--- config.mk ---
export PLATFORM = sky130hd
export DESIGN_NAME = piano_cmd_sequencer
export DESIGN_NICKNAME = d
export VERILOG_FILES = /design/src/rtl/piano_seq_pkg.sv /design/src/rtl/piano_cmd_fifo.sv /design/src/rtl/piano_cmd_sequencer.sv
export SDC_FILE = /design/constraint.sdc
export NUM_CORES = 1
export LEC_CHECK = 0
export ABC_AREA = 1
export BUFFER_PORTS_ARGS = -buffer_cell sky130_fd_sc_hd__clkbuf_2
export CORE_MARGIN = 2
export CORE_UTILIZATION = 56
export DETAILED_ROUTE_END_ITERATION = 10
export GPL_ROUTABILITY_DRIVEN = 0
export PLACE_DENSITY = 0.76
export SYNTH_ARGS = -nofsm -noshare
export SYNTH_HDL_FRONTEND = slang
export SYNTH_SLANG_ARGS = --single-unit
--- constraint.sdc ---
create_clock -name iCpuClock -period 2.7 [get_ports iCpuClock]
set_input_delay 0.135 -clock iCpuClock [delete_from_list [all_inputs] [get_ports iCpuClock]]
set_output_delay 0.135 -clock iCpuClock [all_outputs]
set_load 0.02 [all_outputs]
--- src/rtl/piano_seq_pkg.sv ---
// Shared types and constants for the Piano command sequencer.
// No logic; no latency.
// No flow control; types only.
package piano_seq_pkg;

    typedef enum logic [2:0] {
        ST_IDLE    = 3'd0,
        ST_ISSUE   = 3'd1,
        ST_HOLD    = 3'd2,
        ST_GAP     = 3'd3,
        ST_SILENCE = 3'd4
    } seq_state_t;

    localparam logic [7:0] SILENCE_CMD = 8'h00;

    // Queue entry layout: command in the low byte, duration in ticks above it.
    localparam int CMD_LSB = 0;
    localparam int CMD_MSB = 7;
    localparam int DUR_LSB = 8;
    localparam int DUR_MSB = 15;
    localparam int ENTRY_W = 16;

endpackage

--- src/rtl/piano_cmd_fifo.sv ---
// Synchronous FIFO of 16-bit command entries with occupancy count and clear.
// Push visible on head one cycle after the write edge; head is read combinationally.
// Push while full is accepted only with a same-cycle pop; clear beats push and pop.
module piano_cmd_fifo
    import piano_seq_pkg::*;
#(
    parameter int DEPTH_LOG2 = 4
)(
    input  logic                 iCpuClock,
    input  logic                 iCpuReset,
    input  logic                 push_vld,
    input  logic [ENTRY_W-1:0]   push_dat,
    input  logic                 pop_vld,
    input  logic                 clear,
    output logic [ENTRY_W-1:0]   head_dat,
    output logic [DEPTH_LOG2:0]  count,
    output logic                 full,
    output logic                 empty
);
    localparam int                  DEPTH     = 1 << DEPTH_LOG2;
    localparam int                  CW        = DEPTH_LOG2 + 1;
    localparam logic [CW-1:0]       DEPTH_CNT = CW'(DEPTH);
    localparam logic [DEPTH_LOG2-1:0] PTR_ONE = 1;

    logic [DEPTH_LOG2-1:0] wr_ptr_q, wr_ptr_d;
    logic [DEPTH_LOG2-1:0] rd_ptr_q, rd_ptr_d;
    logic [CW-1:0]         count_q, count_d;
    logic [ENTRY_W-1:0]    mem_q [DEPTH];
    logic [ENTRY_W-1:0]    mem_d [DEPTH];
    logic                  do_push;
    logic                  do_pop;

    assign empty    = (count_q == '0);
    assign full     = (count_q == DEPTH_CNT);
    assign count    = count_q;
    assign head_dat = mem_q[rd_ptr_q];
    assign do_pop   = pop_vld & ~empty & ~clear;
    assign do_push  = push_vld & (~full | do_pop) & ~clear;

    // Pointer/count/storage update; pointers wrap naturally at the power-of-two depth.
    always_comb begin
        wr_ptr_d = wr_ptr_q;
        rd_ptr_d = rd_ptr_q;
        count_d  = count_q;
        mem_d    = mem_q;
        if (clear) begin
            wr_ptr_d = '0;
            rd_ptr_d = '0;
            count_d  = '0;
        end else begin
            if (do_push) begin
                mem_d[wr_ptr_q] = push_dat;
                wr_ptr_d        = wr_ptr_q + PTR_ONE;
            end
            if (do_pop) begin
                rd_ptr_d = rd_ptr_q + PTR_ONE;
            end
            count_d = count_q + {{(CW-1){1'b0}}, do_push} - {{(CW-1){1'b0}}, do_pop};
        end
    end

    // Control registers with asynchronous reset.
    always_ff @(posedge iCpuClock or posedge iCpuReset) begin
        if (iCpuReset) begin
            wr_ptr_q <= '0;
            rd_ptr_q <= '0;
            count_q  <= '0;
        end else begin
            wr_ptr_q <= wr_ptr_d;
            rd_ptr_q <= rd_ptr_d;
            count_q  <= count_d;
        end
    end

    // Entry storage needs no reset; occupancy tracking says what is valid.
    always_ff @(posedge iCpuClock) begin
        mem_q <= mem_d;
    end

endmodule

--- src/rtl/piano_cmd_sequencer.sv ---
// Queues CPU (command, duration) writes and plays them to Piano, silencing at drain/flush; PIANO_SEQ_GAP_EN adds inter-note gaps.
// An entry written at edge k strobes Piano in the cycle after edge k+1; each note then holds dur*TICK_DIV cycles.
// No stall to the CPU: writes into a full queue without a same-cycle pop are dropped and flagged in oOverflow.
module piano_cmd_sequencer
    import piano_seq_pkg::*;
#(
    parameter int DEPTH_LOG2 = 4,
    parameter int TICK_DIV   = 23000
`ifdef PIANO_SEQ_GAP_EN
    ,
    parameter int GAP_TICKS  = 10
`endif
)(
    input  logic                 iCpuClock,
    input  logic                 iCpuReset,
    input  logic                 iSeqWrite,
    input  logic [15:0]          iSeqData,
    input  logic                 iFlush,
    input  logic                 iClearOverflow,
    output logic                 oPianoWrite,
    output logic [7:0]           oPianoData,
    output logic                 oBusy,
    output logic                 oEmpty,
    output logic                 oFull,
    output logic [DEPTH_LOG2:0]  oCount,
    output logic                 oOverflow
);
    localparam int                  PW        = (TICK_DIV > 1) ? $clog2(TICK_DIV) : 1;
    localparam logic [PW-1:0]       PRESC_MAX = PW'(TICK_DIV - 1);
    localparam logic [PW-1:0]       PRESC_ONE = PW'(1);
    localparam logic [DEPTH_LOG2:0] CNT_ONE   = 1;
`ifdef PIANO_SEQ_GAP_EN
    localparam logic [7:0]          GAP_DUR   = 8'(GAP_TICKS);
`endif

    seq_state_t           state_q, state_d;
    logic [PW-1:0]        presc_q, presc_d;
    logic [7:0]           dur_q, dur_d;
    logic [7:0]           data_q, data_d;
    logic                 ovf_q, ovf_d;
`ifdef PIANO_SEQ_GAP_EN
    logic                 gap_first_q, gap_first_d;
`endif

    logic [ENTRY_W-1:0]   fifo_head;
    logic [DEPTH_LOG2:0]  fifo_count;
    logic                 fifo_full;
    logic                 fifo_empty;
    logic                 fifo_push;
    logic                 fifo_pop;
    logic                 go_next;
    logic                 piano_wr;
    logic [7:0]           piano_dat;

    // A flush discards any same-cycle write outright (no overflow).
    assign fifo_push = iSeqWrite & ~iFlush;

    piano_cmd_fifo #(
        .DEPTH_LOG2 (DEPTH_LOG2)
    ) u_fifo (
        .iCpuClock (iCpuClock),
        .iCpuReset (iCpuReset),
        .push_vld  (fifo_push),
        .push_dat  (iSeqData),
        .pop_vld   (fifo_pop),
        .clear     (iFlush),
        .head_dat  (fifo_head),
        .count     (fifo_count),
        .full      (fifo_full),
        .empty     (fifo_empty)
    );

    // Sequencer next-state, tick counting, Piano strobe and overflow flag.
    always_comb begin
        state_d   = state_q;
        presc_d   = presc_q;
        dur_d     = dur_q;
        ovf_d     = ovf_q;
        fifo_pop  = 1'b0;
        go_next   = 1'b0;
        piano_wr  = 1'b0;
        piano_dat = data_q;
`ifdef PIANO_SEQ_GAP_EN
        gap_first_d = gap_first_q;
`endif

        case (state_q)
            ST_IDLE: begin
                if (!fifo_empty) begin
                    state_d = ST_ISSUE;
                end
            end
            ST_ISSUE: begin
                piano_wr  = 1'b1;
                piano_dat = fifo_head[CMD_MSB:CMD_LSB];
                fifo_pop  = 1'b1;
                presc_d   = '0;
                dur_d     = fifo_head[DUR_MSB:DUR_LSB];
                if (fifo_head[DUR_MSB:DUR_LSB] == 8'd0) begin
                    // The head is leaving this cycle, so only entries behind it count.
                    if (fifo_count > CNT_ONE) begin
                        go_next = 1'b1;
                    end else begin
                        state_d = ST_SILENCE;
                    end
                end else begin
                    state_d = ST_HOLD;
                end
            end
            ST_HOLD: begin
                if (presc_q == PRESC_MAX) begin
                    presc_d = '0;
                    dur_d   = dur_q - 8'd1;
                    if (dur_q <= 8'd1) begin
                        if (!fifo_empty) begin
                            go_next = 1'b1;
                        end else begin
                            state_d = ST_SILENCE;
                        end
                    end
                end else begin
                    presc_d = presc_q + PRESC_ONE;
                end
            end
`ifdef PIANO_SEQ_GAP_EN
            ST_GAP: begin
                if (gap_first_q) begin
                    piano_wr    = 1'b1;
                    piano_dat   = SILENCE_CMD;
                    gap_first_d = 1'b0;
                    if (dur_q == 8'd0) begin
                        state_d = ST_ISSUE;
                    end
                end else if (presc_q == PRESC_MAX) begin
                    presc_d = '0;
                    dur_d   = dur_q - 8'd1;
                    if (dur_q <= 8'd1) begin
                        state_d = ST_ISSUE;
                    end
                end else begin
                    presc_d = presc_q + PRESC_ONE;
                end
            end
`endif
            ST_SILENCE: begin
                piano_wr  = 1'b1;
                piano_dat = SILENCE_CMD;
                state_d   = ST_IDLE;
            end
            default: begin
                state_d = ST_IDLE;
            end
        endcase

        // Following note: straight to ISSUE, or through a silent gap when enabled.
        if (go_next) begin
`ifdef PIANO_SEQ_GAP_EN
            state_d     = ST_GAP;
            presc_d     = '0;
            dur_d       = GAP_DUR;
            gap_first_d = 1'b1;
`else
            state_d     = ST_ISSUE;
`endif
        end

        // Piano keeps seeing the last command it was given.
        data_d = piano_wr ? piano_dat : data_q;

        if (iFlush) begin
            state_d = ST_SILENCE;
            presc_d = '0;
            dur_d   = 8'd0;
            ovf_d   = 1'b0;
`ifdef PIANO_SEQ_GAP_EN
            gap_first_d = 1'b0;
`endif
        end else if (fifo_push && fifo_full && !fifo_pop) begin
            ovf_d = 1'b1;
        end else if (iClearOverflow) begin
            ovf_d = 1'b0;
        end
    end

    // Sequencer registers; reset returns silently since Piano shares the reset.
    always_ff @(posedge iCpuClock or posedge iCpuReset) begin
        if (iCpuReset) begin
            state_q <= ST_IDLE;
            presc_q <= '0;
            dur_q   <= 8'd0;
            data_q  <= 8'h00;
            ovf_q   <= 1'b0;
`ifdef PIANO_SEQ_GAP_EN
            gap_first_q <= 1'b0;
`endif
        end else begin
            state_q <= state_d;
            presc_q <= presc_d;
            dur_q   <= dur_d;
            data_q  <= data_d;
            ovf_q   <= ovf_d;
`ifdef PIANO_SEQ_GAP_EN
            gap_first_q <= gap_first_d;
`endif
        end
    end

    assign oPianoWrite = piano_wr;
    assign oPianoData  = piano_dat;
    assign oBusy       = (state_q != ST_IDLE);
    assign oEmpty      = fifo_empty;
    assign oFull       = fifo_full;
    assign oCount      = fifo_count;
    assign oOverflow   = ovf_q;

endmodule

==> run_results.csv, run 1 <==
group,metric,value,unit
run_status,result_of_the_run,"finished, final reports clean",
synth,syn-cell-area,0.0132,mm²
grt,overflow,0,
floorplanning,starting_density,56.6,%
min_path,worstHoldPathCells,1,
sta,post-route-period-util,98.9,%
synth,synth.distinct_cells,43,
final_layout,area.sequential,0.00889,mm²
floorplanning,die-height,157,µm
routing,wl_per_cell,20.1,µm
critical_path,worst-path-buf-inv,2,
synth,number_of_synthesized_flops_with_an_enable_pin,256,
placement,detailed_place_hpwl,18200,µm
critical_path,timing.critical_path.fanout_max,45,
clock_network,clk_pin_slew_worst_paths,0.07,ns
critical_path,worst_r2r_endpoint,"u_fifo.count[4]",
critical_path,r2r_setup_slack,0.15,ns
floorplanning,core_area,0.0233,mm²
final_layout,flow.area_growth_from_synthesis,17.4,%
critical_path,worstPathRequired,2.57,ns
grt,vias_in_the_first_global_route,9170,
placement,detailedPlace.worstSlack,0.0391,ns
run,max-cap-violations,0,
min_path,hold_start,"iSeqData[15]",
sta,layout_setup_ws,0.0285,ns
synth,synth_compound_area_share,10.0,%
power_and_ir_drop,p_leak,5.90,nW
grt,grt_first_pass_wirelength,48900,µm
grt,globalRouteTotalUtil,25.7,%
critical_path,timing.critical_path.slowest_cell_delay,0.57,ns
placement,buffer_ports.inserted,38,
grt,initial_antenna_violation_count,0,
routing,detail_route.vias_per_cell,5.84,
floorplanning,design.portCount,39,
sta,timing.fmax,374,MHz
clock_network,clock_tree.root_cell,"clkbuf_16",
critical_path,critical_path.reg2reg.startpoint,"u_fifo.count[2]",
sta,final-max-slew-violation-count,0,
sta,fin_worst_skew,0.0205,ns
sta,slew_headroom,43.6,%
synth,synth_top_family_by_area,"simple AND/OR/NAND/NOR gates",
routing,route.detailed.drc,0,
synth,synth.ff_latch_count,304,
critical_path,worstSetupPathType,"flop to output pin",
synth,top_reg_cell_synth,"edfxtp_1",
floorplanning,die_x,157,µm
critical_path,reg2reg_depth,15,
clock_network,clkLatencyLatePin,0.57,ns
critical_path,worst_path_dominant_cell_family,"compound AO/OA/AOI/OAI gates",
sta,period_minus_slack,2.67,ns
synth,post_synth_mux_area_share,0,%
final_layout,post_route_cells_drive_above_1_share,15.7,%
synth,syn-mean-instance-area,11.1,µm²
synth,net_count_after_synthesis,1222,
power_and_ir_drop,vdd_ir_drop_max,0.556,mV
synth,synthArstFlopShare,15.8,%
routing,via_count,9394,
sta,grt_setup_unrepaired,"yes",
clock_network,cts-buffers-inserted,31,
floorplanning,placement_rows,56,
routing,drt-total-wl,32300,µm
final_layout,nNetsFinal,1303,
final_layout,num-fill-cells,1685,
routing,initialDrtViolationCount,1293,
sta,setup_tns,0,ns
min_path,hold_path.class,"input pin to flop",
critical_path,worst_setup_path_start_kind,"flop",
power_and_ir_drop,power_dens_cells,765,mW/mm²
synth,synth_xor_xnor_area_share,0.133,%
sta,hold_viol_final,0,
sta,setup_viol,0,
critical_path,critPathCaptureType,"output pin",
synth,synth_simple_gate_area_share,15.2,%
placement,placed_cells_incl_taps,1524,
routing,drt_first_pass_iters,7,
synth,postSynthCellCount,1183,
final_layout,multi_input_area,0.00366,mm²
synth,ys_seq_area_share,67.5,%
sta,hold-worst-slack,0.0168,ns
critical_path,worstPathArrival,2.54,ns
sta,worstMarginPinSlew,0.844,ns
synth,yosysWarningCount,0,
clock_network,cts-root-to-sink-buffers,3,
clock_network,numClockSinks,304,
synth,synthAdderAreaFrac,1.77,%
final_layout,n_antenna_cell,0,
critical_path,crit_slowest_cell,"dfrtp_4",
grt,grt_start_max_net_pins,58,
min_path,timing.hold.worst_endpoint,"u_fifo.mem_q[239]",
clock_network,h-tree-depth,1,
clock_network,tritoncts,"yes",
critical_path,crit_chain,"bufbuf_16, nor2_1, o22ai_1, o211ai_1, a21oi_1, a31o_2, clkbuf_2",
final_layout,layoutNonFillerInstCount,1608,
floorplanning,die_outline_area,0.0248,mm²
routing,antenna_violating_nets_post_route,0,
where the power goes:
| group | internal [mW] | total, mW | switching [mW] | leakage, nW |
|---|---|---|---|---|
| Sequential | 5.28 | 5.40 | 0.123 | 2.95 |
| Combinational | 0.715 | 2.00 | 1.28 | 2.44 |
| Clock | 2.60 | 4.43 | 1.83 | 0.510 |
| Total | 8.59 | 11.8 | 3.24 | 5.90 |
area by class of cell:
class | count | share of cell area (%)
Sequential cell | 304 | 57.5
Multi-Input combinational cell | 716 | 23.7
Timing Repair Buffer | 107 | 6.62
Clock buffer | 41 | 5.46
Inverter | 103 | 2.63
Tap cell | 319 | 2.58
Clock inverter | 17 | 1.42
Timing Repair inverter | 1 | 0.0567
cells by family (layout without fill, tap and decap cells):
logic type	count (synthesis)	count (layout)
buffers and inverters	163	269
adders and majority gates	18	18
xor gates and xnor gates	2	2
AOI/OAI and AO/OA	215	215
and+or+nand+nor	481	481
DFF	304	304
stage by stage:
| stage | instance area, µm² | power [mW] | util, % |
|---|---|---|---|
| global route | 15500 | 12.3 | 66.4 |
| detailed placement | 14000 | 7.25 | 60.3 |
| floorplan | 13200 | 6.71 | - |
| CTS | 15300 | 11.7 | 65.7 |
| finish | 15500 | 11.8 | 66.4 |
| global placement | 14000 | 7.20 | 60.3 |
metal layers:
metal	up-vias	global-route usage [%]	wire length [µm]
li1	4321	-	-
met1	4543	35.5	13300
met2	454	41.8	15500
met3	76	3.91	2620
met4	0	9.13	856
met5	-	0	0
cell usage in the layout, fill, tap and decap left out, types with 3 or more instances in the layout:
| cell | instances |
|---|---|
| a31o_1 | 8 |
| nor2_2 | 19 |
| clkinv_2 | 5 |
| nand2_1 | 227 |
| a21oi_2 | 5 |
| a31oi_1 | 5 |
| edfxtp_1 | 256 |
| clkbuf_2 | 37 |
| nand4_1 | 7 |
| bufinv_16 | 4 |
| inv_1 | 92 |
| nor3b_1 | 3 |
| clkbuf_16 | 33 |
| o22ai_1 | 12 |
| ha_1 | 15 |
| dlygate4sd3_1 | 13 |
| dfrtp_1 | 46 |
| buf_12 | 14 |
| inv_2 | 7 |
| a21oi_1 | 26 |
| clkinv_1 | 3 |
| buf_4 | 36 |
| o221ai_1 | 23 |
| o211ai_1 | 9 |
| nor4_1 | 3 |
| nand3_1 | 90 |
| clkbuf_1 | 7 |
| clkbuf_8 | 3 |
| a211oi_1 | 4 |
| o211ai_2 | 3 |
| nor2_1 | 113 |
| o21ai_1 | 4 |
| nor3_1 | 11 |
| clkinvlp_4 | 4 |
| o21ai_0 | 103 |
| a31o_2 | 8 |
synth_stat cells (17+ instances only):
cell | number | area [µm²]
buf_2 | 19 | 95.1
a21oi_1 | 30 | 150
dfrtp_1 | 48 | 1200
edfxtp_1 | 256 | 7690
ha_1 | 17 | 213
inv_1 | 97 | 364
o221ai_1 | 23 | 201
nor2_1 | 129 | 484
clkbuf_1 | 26 | 97.6
nand2_1 | 229 | 860
nand3_1 | 90 | 450
o21ai_0 | 103 | 515
worst max-delay path by stage:
stage	cells after the start	slack [ns]	start	end
after floorplan	9	-0.12	u_fifo.count[2]	u_fifo.mem_q[0]
after detailed placement	15	0.04	u_fifo.count[2]	u_fifo.count[4]
final	7	0.03	u_fifo.rd_ptr_q[0]	oPianoData[0]
after global placement	15	0.11	u_fifo.count[2]	u_fifo.count[4]
after global routing	7	-0.05	u_fifo.rd_ptr_q[0]	oPianoData[7]
after CTS	8	0.005	u_fifo.rd_ptr_q[0]	oPianoData[4]
flip-flops by register name, summed over array words and instances (netlist names):
name / flops
oOverflow: 1
u_fifo.count: 5
data_q: 8
state_q: 3
dur_q: 8
u_fifo.wr_ptr_q: 4
u_fifo.rd_ptr_q: 4
presc_q: 15
u_fifo.mem_q: 256
repair_timing:
item / in CTS / in global routing
pin swaps: 1 / 6
hold endpoints to repair: 148 / 0
cloned: 1 / 3
setup endpoints to repair: 6 / 8
gates resized for setup: 11 / 16
buffers inserted: 0 / 9
hold buffers: 13 / 0
Power figures use the tool's default switching activity.
==> inputs of run 2 (changes only) <==
--- a/config.mk
+++ b/config.mk
@@ -12,6 +12,7 @@
 export DETAILED_ROUTE_END_ITERATION = 10
 export GPL_ROUTABILITY_DRIVEN = 0
 export PLACE_DENSITY = 0.76
+export REMOVE_ABC_BUFFERS = 1
 export SYNTH_ARGS = -nofsm -noshare
 export SYNTH_HDL_FRONTEND = slang
 export SYNTH_SLANG_ARGS = --single-unit
==> run 2 against run 1 <==
  * Critical path depth up 2
  * First-iteration DRC count down 20%
  * Final area up 0.35%
  * Global-route usage up 0.39 points
  * Highest routed layer unchanged
  * Clock power up 1%
  * Critical path type unchanged
  * Clock skew down 0.0075 ns
  * Largest cell class unchanged
  * Utilization up 0.23 points
==> run_results.csv, run 2 (synthesis results as in run 1) <==
group,metric,value,unit
grt,vias_in_the_first_global_route,9212,
sta,slew_headroom,46.0,%
placement,detailedPlace.worstSlack,-0.0131,ns
sta,fin_worst_skew,0.0129,ns
floorplanning,die_x,157,µm
critical_path,worst_setup_path_start_kind,"flop",
final_layout,n_antenna_cell,0,
critical_path,crit_chain,"inv_12, buf_16, clkbuf_16, o21ai_0, o221ai_1, o211ai_1, a21oi_2, a31o_2, clkbuf_2",
final_layout,nNetsFinal,1312,
critical_path,worst_setup_sp,"u_fifo.rd_ptr_q[0]",
final_layout,largest_reg_flops,256,
sta,post-route-period-util,97.6,%
grt,grt_first_pass_wirelength,49100,µm
clock_network,cts-buffers-inserted,31,
grt,grt_start_max_net_pins,58,
routing,route.detailed.drc,0,
sta,hold_viol_final,0,
clock_network,numClockSinks,304,
final_layout,layoutNonFillerInstCount,1617,
placement,dpl-instance-area,0.0140,mm²
run_status,result_of_the_run,"finished, final reports clean",
critical_path,timing.critical_path.slowest_cell_delay,0.57,ns
min_path,hold_path.class,"input pin to flop",
sta,grt_setup_unrepaired,"yes",
clock_network,clkLatencyLatePin,0.57,ns
critical_path,timing.critical_path.fanout_max,20,
sta,worstMarginPinSlew,0.808,ns
routing,via_count,9474,
min_path,hold_start,"iSeqData[15]",
floorplanning,core_area,0.0233,mm²
final_layout,num-fill-cells,1720,
grt,overflow,0,
power_and_ir_drop,vdd_ir_drop_max,0.627,mV
final_layout,layout_top_registers,"u_fifo.mem_q x256, presc_q x15",
critical_path,worstPathRequired,2.57,ns
sta,layout_setup_ws,0.0637,ns
floorplanning,die-height,157,µm
routing,initialDrtViolationCount,1034,
critical_path,worstPathArrival,2.50,ns
placement,buffer_ports.inserted,38,
final_layout,post_route_cells_drive_above_1_share,16.7,%
floorplanning,die_outline_area,0.0248,mm²
sta,hold-worst-slack,0.0251,ns
final_layout,layout_cell_area_excl_fill,0.0155,mm²
critical_path,crit_slowest_cell,"dfrtp_4",
clock_network,cts-root-to-sink-buffers,3,
critical_path,critPathCaptureType,"output pin",
clock_network,tritoncts,"yes",
placement,placed_cells_incl_taps,1534,
power_and_ir_drop,p_leak,5.97,nW
routing,detail_route.vias_per_cell,5.86,
routing,drt-total-wl,32300,µm
final_layout,top_library_cells_by_usage_in_the_layout_fill_and_taps_aside,"edfxtp_1, nand2_1, nor2_1",
routing,drt_first_pass_iters,8,
clock_network,clk_pin_slew_worst_paths,0.06,ns
clock_network,h-tree-depth,1,
final_layout,flow.area_growth_from_synthesis,17.8,%
sta,timing.fmax,379,MHz
floorplanning,design.portCount,39,
placement,detailed_place_hpwl,18600,µm
grt,globalRouteTotalUtil,26.1,%
sta,period_minus_slack,2.64,ns
routing,antenna_violating_nets_post_route,0,
critical_path,worstSetupPathType,"flop to output pin",
grt,initial_antenna_violation_count,0,
final_layout,registers.top_by_ff_count,"u_fifo.mem_q",
routing,wl_per_cell,20.0,µm
power_and_ir_drop,power_dens_cells,772,mW/mm²
clock_network,clock_tree.root_cell,"clkbuf_16",
run,max-cap-violations,0,
floorplanning,placement_rows,56,
critical_path,critical_path.reg2reg.startpoint,"u_fifo.count[2]",
sta,setup_viol,0,
sta,final-max-slew-violation-count,0,
final_layout,commonest_non_fill_non_tap_cell_in_the_layout,"edfxtp_1",
floorplanning,starting_density,56.6,%
-- run 2: cell types whose count changed in the layout (fill, tap and decap cells not counted), moves of 2 or more --
cell / previous run / this run
a21oi_1: 26 / 24
a21oi_2: 5 / 7
clkbuf_1: 7 / 5
clkinvlp_4: 4 / 2
buf_12: 14 / 12
clkbuf_8: 3 / 5
clkinv_2: 5 / 7
buf_4: 36 / 49
inv_8: 2 / 0
ha_2: 2 / 0
ha_4: 0 / 2
-- run 2: report_power, final --
group          total, mW  switching (mW)  internal [mW]
clock network       4.49            1.77           2.72
logic               2.09            1.29          0.793
registers           5.39           0.116           5.28
total               12.0            3.18           8.79
-- run 2: worst paths after layout --
kind,cells after the start,end,slack [ns]
setup / recovery,9,oPianoData[4],0.06
hold / removal,1,u_fifo.mem_q[191],0.03
setup reg to reg,15,u_fifo.count[4],0.09
hold reg to reg,1,data_q[5],0.50
max in group asynchronous,4,dur_q[0],1.89
min in group asynchronous,3,data_q[4],0.24
-- run 2: cell type report --
type	instances	area, µm²	area share, %
Timing Repair Buffer	116	1040	6.71
Tap cell	319	399	2.57
Clock inverter	17	223	1.44
Timing Repair inverter	1	8.76	0.0565
Sequential cell	304	8890	57.3
Multi-Input combinational cell	716	3680	23.7
Clock buffer	41	863	5.57
Inverter	103	405	2.61
-- run 2: layer usage --
layer | vias to the layer above | GRT usage, % | share of wire, %
li1 | 4333 | - | -
met1 | 4598 | 33.6 | 39
met2 | 441 | 44.1 | 49
met3 | 102 | 3.96 | 7.9
met4 | 0 | 11.6 | 4.2
met5 | - | 0 | 0
-- run 2: worst max-delay path: cells and delay by family, from the launching register on --
family / cells / cell delay [ns]
AOI/OAI and AO/OA: 5 / 0.75
buffers and inverters: 4 / 0.61
DFF: 1 / 0.57
-- run 2: timing repair --
action	CTS	global route
cloned	1	2
endpoints found under the setup margin	9	9
hold endpoints to repair	153	0
gates resized for setup	10	32
pin swaps	0	9
setup buffers	0	10
hold buffers	13	0
-- run 2: per-stage QoR --
stage / total power [mW] / utilization, % / setup TNS [ns]
floorplan: 6.61 / - / -88.43
global placement: 7.22 / 60.3 / 0
detailed placement: 7.27 / 60.3 / -0.0131
CTS: 11.8 / 65.8 / -0.0205
global route: 12.4 / 66.7 / -0.154
finish: 12.0 / 66.7 / 0
